==> config.mk <==
export PLATFORM = sky130hd
export DESIGN_NAME = uart_rx_param
export DESIGN_NICKNAME = d
export VERILOG_FILES = /design/src/rtl/uart_rx_param.sv
export SDC_FILE = /design/constraint.sdc
export NUM_CORES = 1
export LEC_CHECK = 0
export BUFFER_PORTS_ARGS = -buffer_cell sky130_fd_sc_hd__buf_2
export CORE_ASPECT_RATIO = 1.75
export CORE_MARGIN = 4
export CORE_UTILIZATION = 45
export DETAILED_ROUTE_END_ITERATION = 12
export PLACE_DENSITY = 0.62
export RECOVER_POWER = 100
export SLEW_MARGIN = 25
export SYNTH_ARGS = -nofsm -noshare
export SYNTH_HDL_FRONTEND = slang
export SYNTH_SLANG_ARGS = --single-unit
==> constraint.sdc <==
create_clock -name clk -period 1.6 [get_ports clk]
set_input_delay 0.32 -clock clk [delete_from_list [all_inputs] [get_ports clk]]
set_output_delay 0.32 -clock clk [all_outputs]
set_load 0.1 [all_outputs]
==> src/rtl/uart_rx_param.sv <==
// uart_rx_param: LSB-first UART receiver, DATA_BITS/STOP_BITS configurable; parity check built only with `define UART_RX_PARITY_EN.
// Latency: valid rises 3 + CLKS_PER_BIT/2 + (DATA_BITS + P + STOP_BITS)*CLKS_PER_BIT cycles after the rx falling edge.
// Backpressure: one output register; a word completing while valid && !ready is dropped and flagged on overrun.
module uart_rx_param #(
    parameter int CLKS_PER_BIT = 434,
    parameter int DATA_BITS    = 8,
    parameter int STOP_BITS    = 1,
    parameter int PARITY_ODD   = 0
) (
    input  logic                 clk,
    input  logic                 rst,
    input  logic                 rx,
    output logic [DATA_BITS-1:0] data_out,
    output logic                 valid,
    input  logic                 ready,
    output logic                 frame_err,
    output logic                 parity_err,
    output logic                 overrun,
    output logic                 busy
);

    localparam int CNT_W = $clog2(CLKS_PER_BIT);
    localparam int IDX_W = $clog2(DATA_BITS + 1);
    localparam logic [CNT_W-1:0] HALF_END  = CNT_W'(CLKS_PER_BIT / 2 - 1);
    localparam logic [CNT_W-1:0] BIT_END   = CNT_W'(CLKS_PER_BIT - 1);
    localparam logic [IDX_W-1:0] DATA_LAST = IDX_W'(DATA_BITS - 1);
    localparam logic [IDX_W-1:0] STOP_LAST = IDX_W'(STOP_BITS - 1);

    if (CLKS_PER_BIT < 4 || DATA_BITS < 5 || DATA_BITS > 9 || STOP_BITS < 1 || STOP_BITS > 2 ||
        PARITY_ODD < 0 || PARITY_ODD > 1) begin : g_param_check
        $error("uart_rx_param: parameter out of range");
    end

    typedef enum logic [2:0] {
        IDLE,
        START,
        DATA,
`ifdef UART_RX_PARITY_EN
        PARITY,
`endif
        STOP,
        BREAK
    } state_t;

    state_t                 state;
    state_t                 state_nxt;
    logic                   rx_meta;
    logic                   rx_s;
    logic [CNT_W-1:0]       cnt;
    logic [IDX_W-1:0]       bit_idx;
    logic [DATA_BITS-1:0]   shift_reg;
    logic                   stop_bad;
    logic                   par_err_q;
    logic                   tick_half;
    logic                   tick_bit;
    logic                   stop_done;
    logic                   commit;
    logic                   frame_fire;
    logic                   par_fire;

    // rx is asynchronous; nothing downstream looks at it before two flops.
    always_ff @(posedge clk) begin
        if (rst) begin
            rx_meta <= 1'b1;
            rx_s    <= 1'b1;
        end else begin
            rx_meta <= rx;
            rx_s    <= rx_meta;
        end
    end

    assign tick_half = (cnt == HALF_END);
    assign tick_bit  = (cnt == BIT_END);
    assign stop_done = (state == STOP) && tick_bit && (bit_idx == STOP_LAST);

    always_ff @(posedge clk) begin
        if (rst) begin
            state <= IDLE;
        end else begin
            state <= state_nxt;
        end
    end

    always_comb begin
        state_nxt = state;
        case (state)
            IDLE:   if (!rx_s) state_nxt = START;
            START:  if (tick_half) state_nxt = rx_s ? IDLE : DATA;
`ifdef UART_RX_PARITY_EN
            DATA:   if (tick_bit && bit_idx == DATA_LAST) state_nxt = PARITY;
            PARITY: if (tick_bit) state_nxt = STOP;
`else
            DATA:   if (tick_bit && bit_idx == DATA_LAST) state_nxt = STOP;
`endif
            // Leaving at the mid-stop sample lets an immediately following start bit be caught.
            STOP:   if (stop_done) state_nxt = rx_s ? IDLE : BREAK;
            BREAK:  if (rx_s) state_nxt = IDLE;
            default: state_nxt = IDLE;
        endcase
    end

    // Framing outranks parity, so a frame reports at most one error.
    always_comb begin
        busy       = (state != IDLE);
        commit     = 1'b0;
        frame_fire = 1'b0;
        par_fire   = 1'b0;
        if (stop_done) begin
            if (stop_bad || !rx_s) begin
                frame_fire = 1'b1;
            end else if (par_err_q) begin
                par_fire = 1'b1;
            end else begin
                commit = 1'b1;
            end
        end
    end

    always_ff @(posedge clk) begin
        if (rst) begin
            cnt       <= '0;
            bit_idx   <= '0;
            shift_reg <= '0;
            stop_bad  <= 1'b0;
        end else begin
            cnt <= cnt + 1'b1;
            case (state)
                IDLE: begin
                    cnt      <= '0;
                    bit_idx  <= '0;
                    stop_bad <= 1'b0;
                end
                START: begin
                    if (tick_half) cnt <= '0;
                end
                DATA: begin
                    if (tick_bit) begin
                        cnt       <= '0;
                        shift_reg <= {rx_s, shift_reg[DATA_BITS-1:1]};
                        bit_idx   <= (bit_idx == DATA_LAST) ? '0 : bit_idx + 1'b1;
                    end
                end
`ifdef UART_RX_PARITY_EN
                PARITY: begin
                    if (tick_bit) cnt <= '0;
                end
`endif
                STOP: begin
                    if (tick_bit) begin
                        cnt      <= '0;
                        bit_idx  <= bit_idx + 1'b1;
                        stop_bad <= stop_bad | ~rx_s;
                    end
                end
                default: begin
                    cnt     <= '0;
                    bit_idx <= '0;
                end
            endcase
        end
    end

`ifdef UART_RX_PARITY_EN
    // XOR over data plus parity bit must equal PARITY_ODD.
    always_ff @(posedge clk) begin
        if (rst || state == IDLE) begin
            par_err_q <= 1'b0;
        end else if (state == PARITY && tick_bit) begin
            par_err_q <= ((^shift_reg) ^ rx_s) != 1'(PARITY_ODD);
        end
    end
`else
    assign par_err_q = 1'b0;
`endif

    always_ff @(posedge clk) begin
        if (rst) begin
            data_out   <= '0;
            valid      <= 1'b0;
            frame_err  <= 1'b0;
            parity_err <= 1'b0;
            overrun    <= 1'b0;
        end else begin
            frame_err  <= frame_fire;
            parity_err <= par_fire;
            overrun    <= 1'b0;
            if (commit) begin
                if (!valid || ready) begin
                    data_out <= shift_reg;
                    valid    <= 1'b1;
                end else begin
                    overrun <= 1'b1;
                end
            end else if (valid && ready) begin
                valid <= 1'b0;
            end
        end
    end

endmodule

==> metrics.md <==
| Metric | Value |
|---|---|
| Area growth syn-to-layout | 35.8% |
| Register area | 768 sq um |
| CP max-delay cell | dfxtp_1 |
| Reg-to-reg critical path endpoint | state[0] |
| CP Max Fanout | 9 |
| Core Box Area | 0.00390 sq mm |
| Reg-to-reg slack, setup | -90 ps |
| Drt total wl | 4.89 mm |
| Multi-input logic area | 0.00117 sq mm |
| Syn Nets | approximately 210 |
| Mean area per synthesized cell | 8.95 sq um |
| Predominant post-synthesis flop cell | dfxtp_1 |
| Top cell type's share of synthesized area | 41.7% |
| Net Sw Frac | 33.8% |
| H-Tree Depth | 2 |
| Kind of critical path | flop to flop |
| Worst Path Arrival | 1860 ps |
| Register bit total from synthesis | 38 |
| Final setup skew | roughly 6 ps |
| IO Pins | 17 |
| Failing checks | setup timing |
| Clk slew on worst S/H paths | 70 ps |
| Final hold violation count | 0 |
| Filler cell count | 348 |
| Hold path start | rx |
| Drt first pass iters | 4 |
| Root Driver | clkbuf_8 |
| Largest net degree at the start of global routing | 17 |
| Non-filler cells, final | 292 |
| Clock buffer depth | 2 |
| Worst Path Required | 1780 ps |
| DIE HEIGHT | 92.3 um |
| Synthesized area | 0.00183 sq mm |
| Placed cells | 280 |
| Post-DP HPWL | between 3 and 4 mm |
| Gpl congestion | 0.828 |
| Max_cap viols | 0 |
| Total Nets Final | 253 |
| Outcome | finished, violations left |
| 1st-iter DRT viols | 46 |
| DRC errors left | 0 |
| CP cell instances | or3b_4 > a31oi_4 > a211oi_2 > mux2_4 |
| Relative slew slack | a little over half |
| Ys Warns | 0 |
| Top post-synthesis cells by area | dfxtp_1 42%, nor2_1 4.9%, a21oi_1 4.4% |
| DR WL/cell | 16.8 um |
| Vias | 1702 |
| Least-Margin Pin Slew | approximately 710 ps |
| # setup viols final | 21 |
| R2R depth | 4 |
| Int Pwr | between 1500 and 2000 uW |
| Static Leak | approximately 0.00099 uW |
| Row count | 30 |
| Tmin final | 1690 ps |
| Max reg flops | 9 |
| Antenna violations before repair | 0 |
| Seq pwr share | 41.1% |
| Hold-fix buffers, CTS | 0 |
| TritonCTS clock tree | built |
| Hold Path Sink | rx_meta |
| Number of antenna diodes | 0 |
| Final worst slack | -85.9 ps |
| Number of synthesized flops with an enable pin | 0 |
| DIE WIDTH | 56.1 um |
| Proportion of power drawn by the clock network | 25.4% |
| CTS Sinks | 38 |
| Die area | 0.00518 sq mm |
| Slowest stage delay, CP | slightly below 500 ps |
| Final Max Tran Viols | 0 |
| Dpl ws | -159 ps |
| Crit path launch type | flop |
| Total gr overflow | 0 |
| Total track usage | between 10% and 20% |
| Starting Density | 46.8% |
| Post-Route Utilization | 63.5% |
| Combinational power share | 33.5% |
| Async SR Flop Fraction | 0% |
| Post-synthesis sequential area ratio | a little over two fifths |
| Cell variety after synth | 50 |
| Share of layout cells above drive strength 1 | between 30% and 40% |
| CP endpoint kind | flop |
| Final Cycle Share | 105% |
| Worst path bufs/invs | 0 |
| Maximum vdd drop | 0.685 mV |
| Worst Hold Depth | 2 |
| Num CTS Buffers | 5 |
| Clk_lat worst skew | 290 ps |
| RSZ-0062 raised after global routing | yes |
| IO Port Bufs | 15 |
| Fmax | 593 MHz |
| Crit. path cell count | 4 |
| Cell count after synthesis | 204 |
| NetSw | between 800 and 900 uW |
| Detail Route Antenna Nets | 0 |
| Vias in the first global route | 1709 |
| CP delay by family, top | flip-flops |
| Tightest Hold Check Type | input port to flop |
| First-pass GRT wire length | 7.73 mm |
| Synth area leader | dfxtp_1 |
| Worst R2R Start | state[0] |
| Avg Vias per Cell | about 5.8 |
| Power per cell area | 994 mW/mm^2 |
per-stage QoR:
| stage | power (uW) | instance area (sq um) | hold WS, ps | TNS [ps] |
|---|---|---|---|---|
| floorplan | 1430 | 1840 | 389 | 0 |
| CTS | 2320 | 2260 | 204 | -378 |
| detailed placement | 1620 | 2110 | 398 | -2110 |
| global placement | 1610 | 2110 | 396 | -675 |
| global route | 2570 | 2480 | 216 | -2910 |
| finish | 2460 | 2480 | 207 | -773 |
metal layers:
| metal | global-route usage [%] | routed length, um | up-vias |
|---|---|---|---|
| met5 | 0 | 0 | - |
| met4 | 12.7 | 250 | 0 |
| met3 | 3.38 | 167 | 21 |
| met2 | 35.3 | 2750 | 49 |
| met1 | 18.1 | 1720 | 821 |
| li1 | - | - | 811 |
synth_stat cells (all sizes together), types with 2 or more instances:
master,count
nor2b,2
and3,3
dfxtp,38
xnor2,5
a31oi,2
nand2b,4
nand2,5
nor4,2
a211oi,2
and4bb,2
a21oi,17
clkbuf,7
o21ai,3
or2,2
and3b,2
nand4b,2
nand4,11
or4,2
o31ai,10
nand3,4
xor2,3
nor3,7
inv,6
nor2,24
ha,5
buf,8
mux2i,8
nand3b,3
cells in the final DEF, fill, tap and decap left out, types with 5 or more instances in the layout:
| cell | instances |
|---|---|
| nor3_1 | 7 |
| clkbuf_8 | 5 |
| dfxtp_1 | 32 |
| dfxtp_2 | 6 |
| nor2_1 | 23 |
| a21oi_1 | 13 |
| xnor2_1 | 5 |
| inv_1 | 5 |
| mux2i_1 | 8 |
| nand4_1 | 10 |
| clkbuf_2 | 11 |
| buf_4 | 27 |
| o31ai_4 | 6 |
cell families after synthesis:
family / Yosys count / share of synthesized area (%)
AND/OR/NAND/NOR: 83 / 26.6
XOR/XNOR: 8 / 3.84
buffers and inverters: 21 / 5.28
flip-flops: 38 / 41.7
AO/OA/AOI/OAI: 39 / 14.0
other: 1 / 0.205
multiplexers: 9 / 5.00
adder cells (fa/ha/maj): 5 / 3.43
worst max-delay path by stage:
stage / start / endpoint / slack, ps
detailed placement: cnt[1] / cnt[2] / -160
floorplan: state[2] / state[0] / 0.07
global route: bit_idx[1] / data_out[0] / -170
finish: state[0] / state[0] / -90
CTS: cnt[1] / state[0] / -90
global placement: state[2] / cnt[0] / -90
power by group through the flow:
stage               Combinational [uW]  Clock (uW)  Sequential, uW
floorplan                          420           0            1010
global placement                   586           0            1030
detailed placement                 591           0            1030
CTS                                680         635            1010
global route                       872         677            1020
finish                             827         625            1010
cell type report:
type,instances,area share (%)
repair buffers,48,15.2
multi-input cells,145,47.2
clock inverters,2,0.404
well taps,48,2.42
inverters,6,0.909
flip-flops and latches,38,31.0
clock buffers,5,2.78
repair_timing:
item / in CTS / in global routing
setup endpoints to repair: 31 / 33
pin swaps: 2 / 17
gates cloned: 0 / 1
setup buffers: 2 / 2
resized for setup: 16 / 33
worst register-to-register path, cell delays in order, from the launching register on:
cell and delay [ps]:
dfxtp_1 490, or3b_4 460, a31oi_4 260, a211oi_2 70, mux2_4 300
Power figures use the tool's default switching activity.
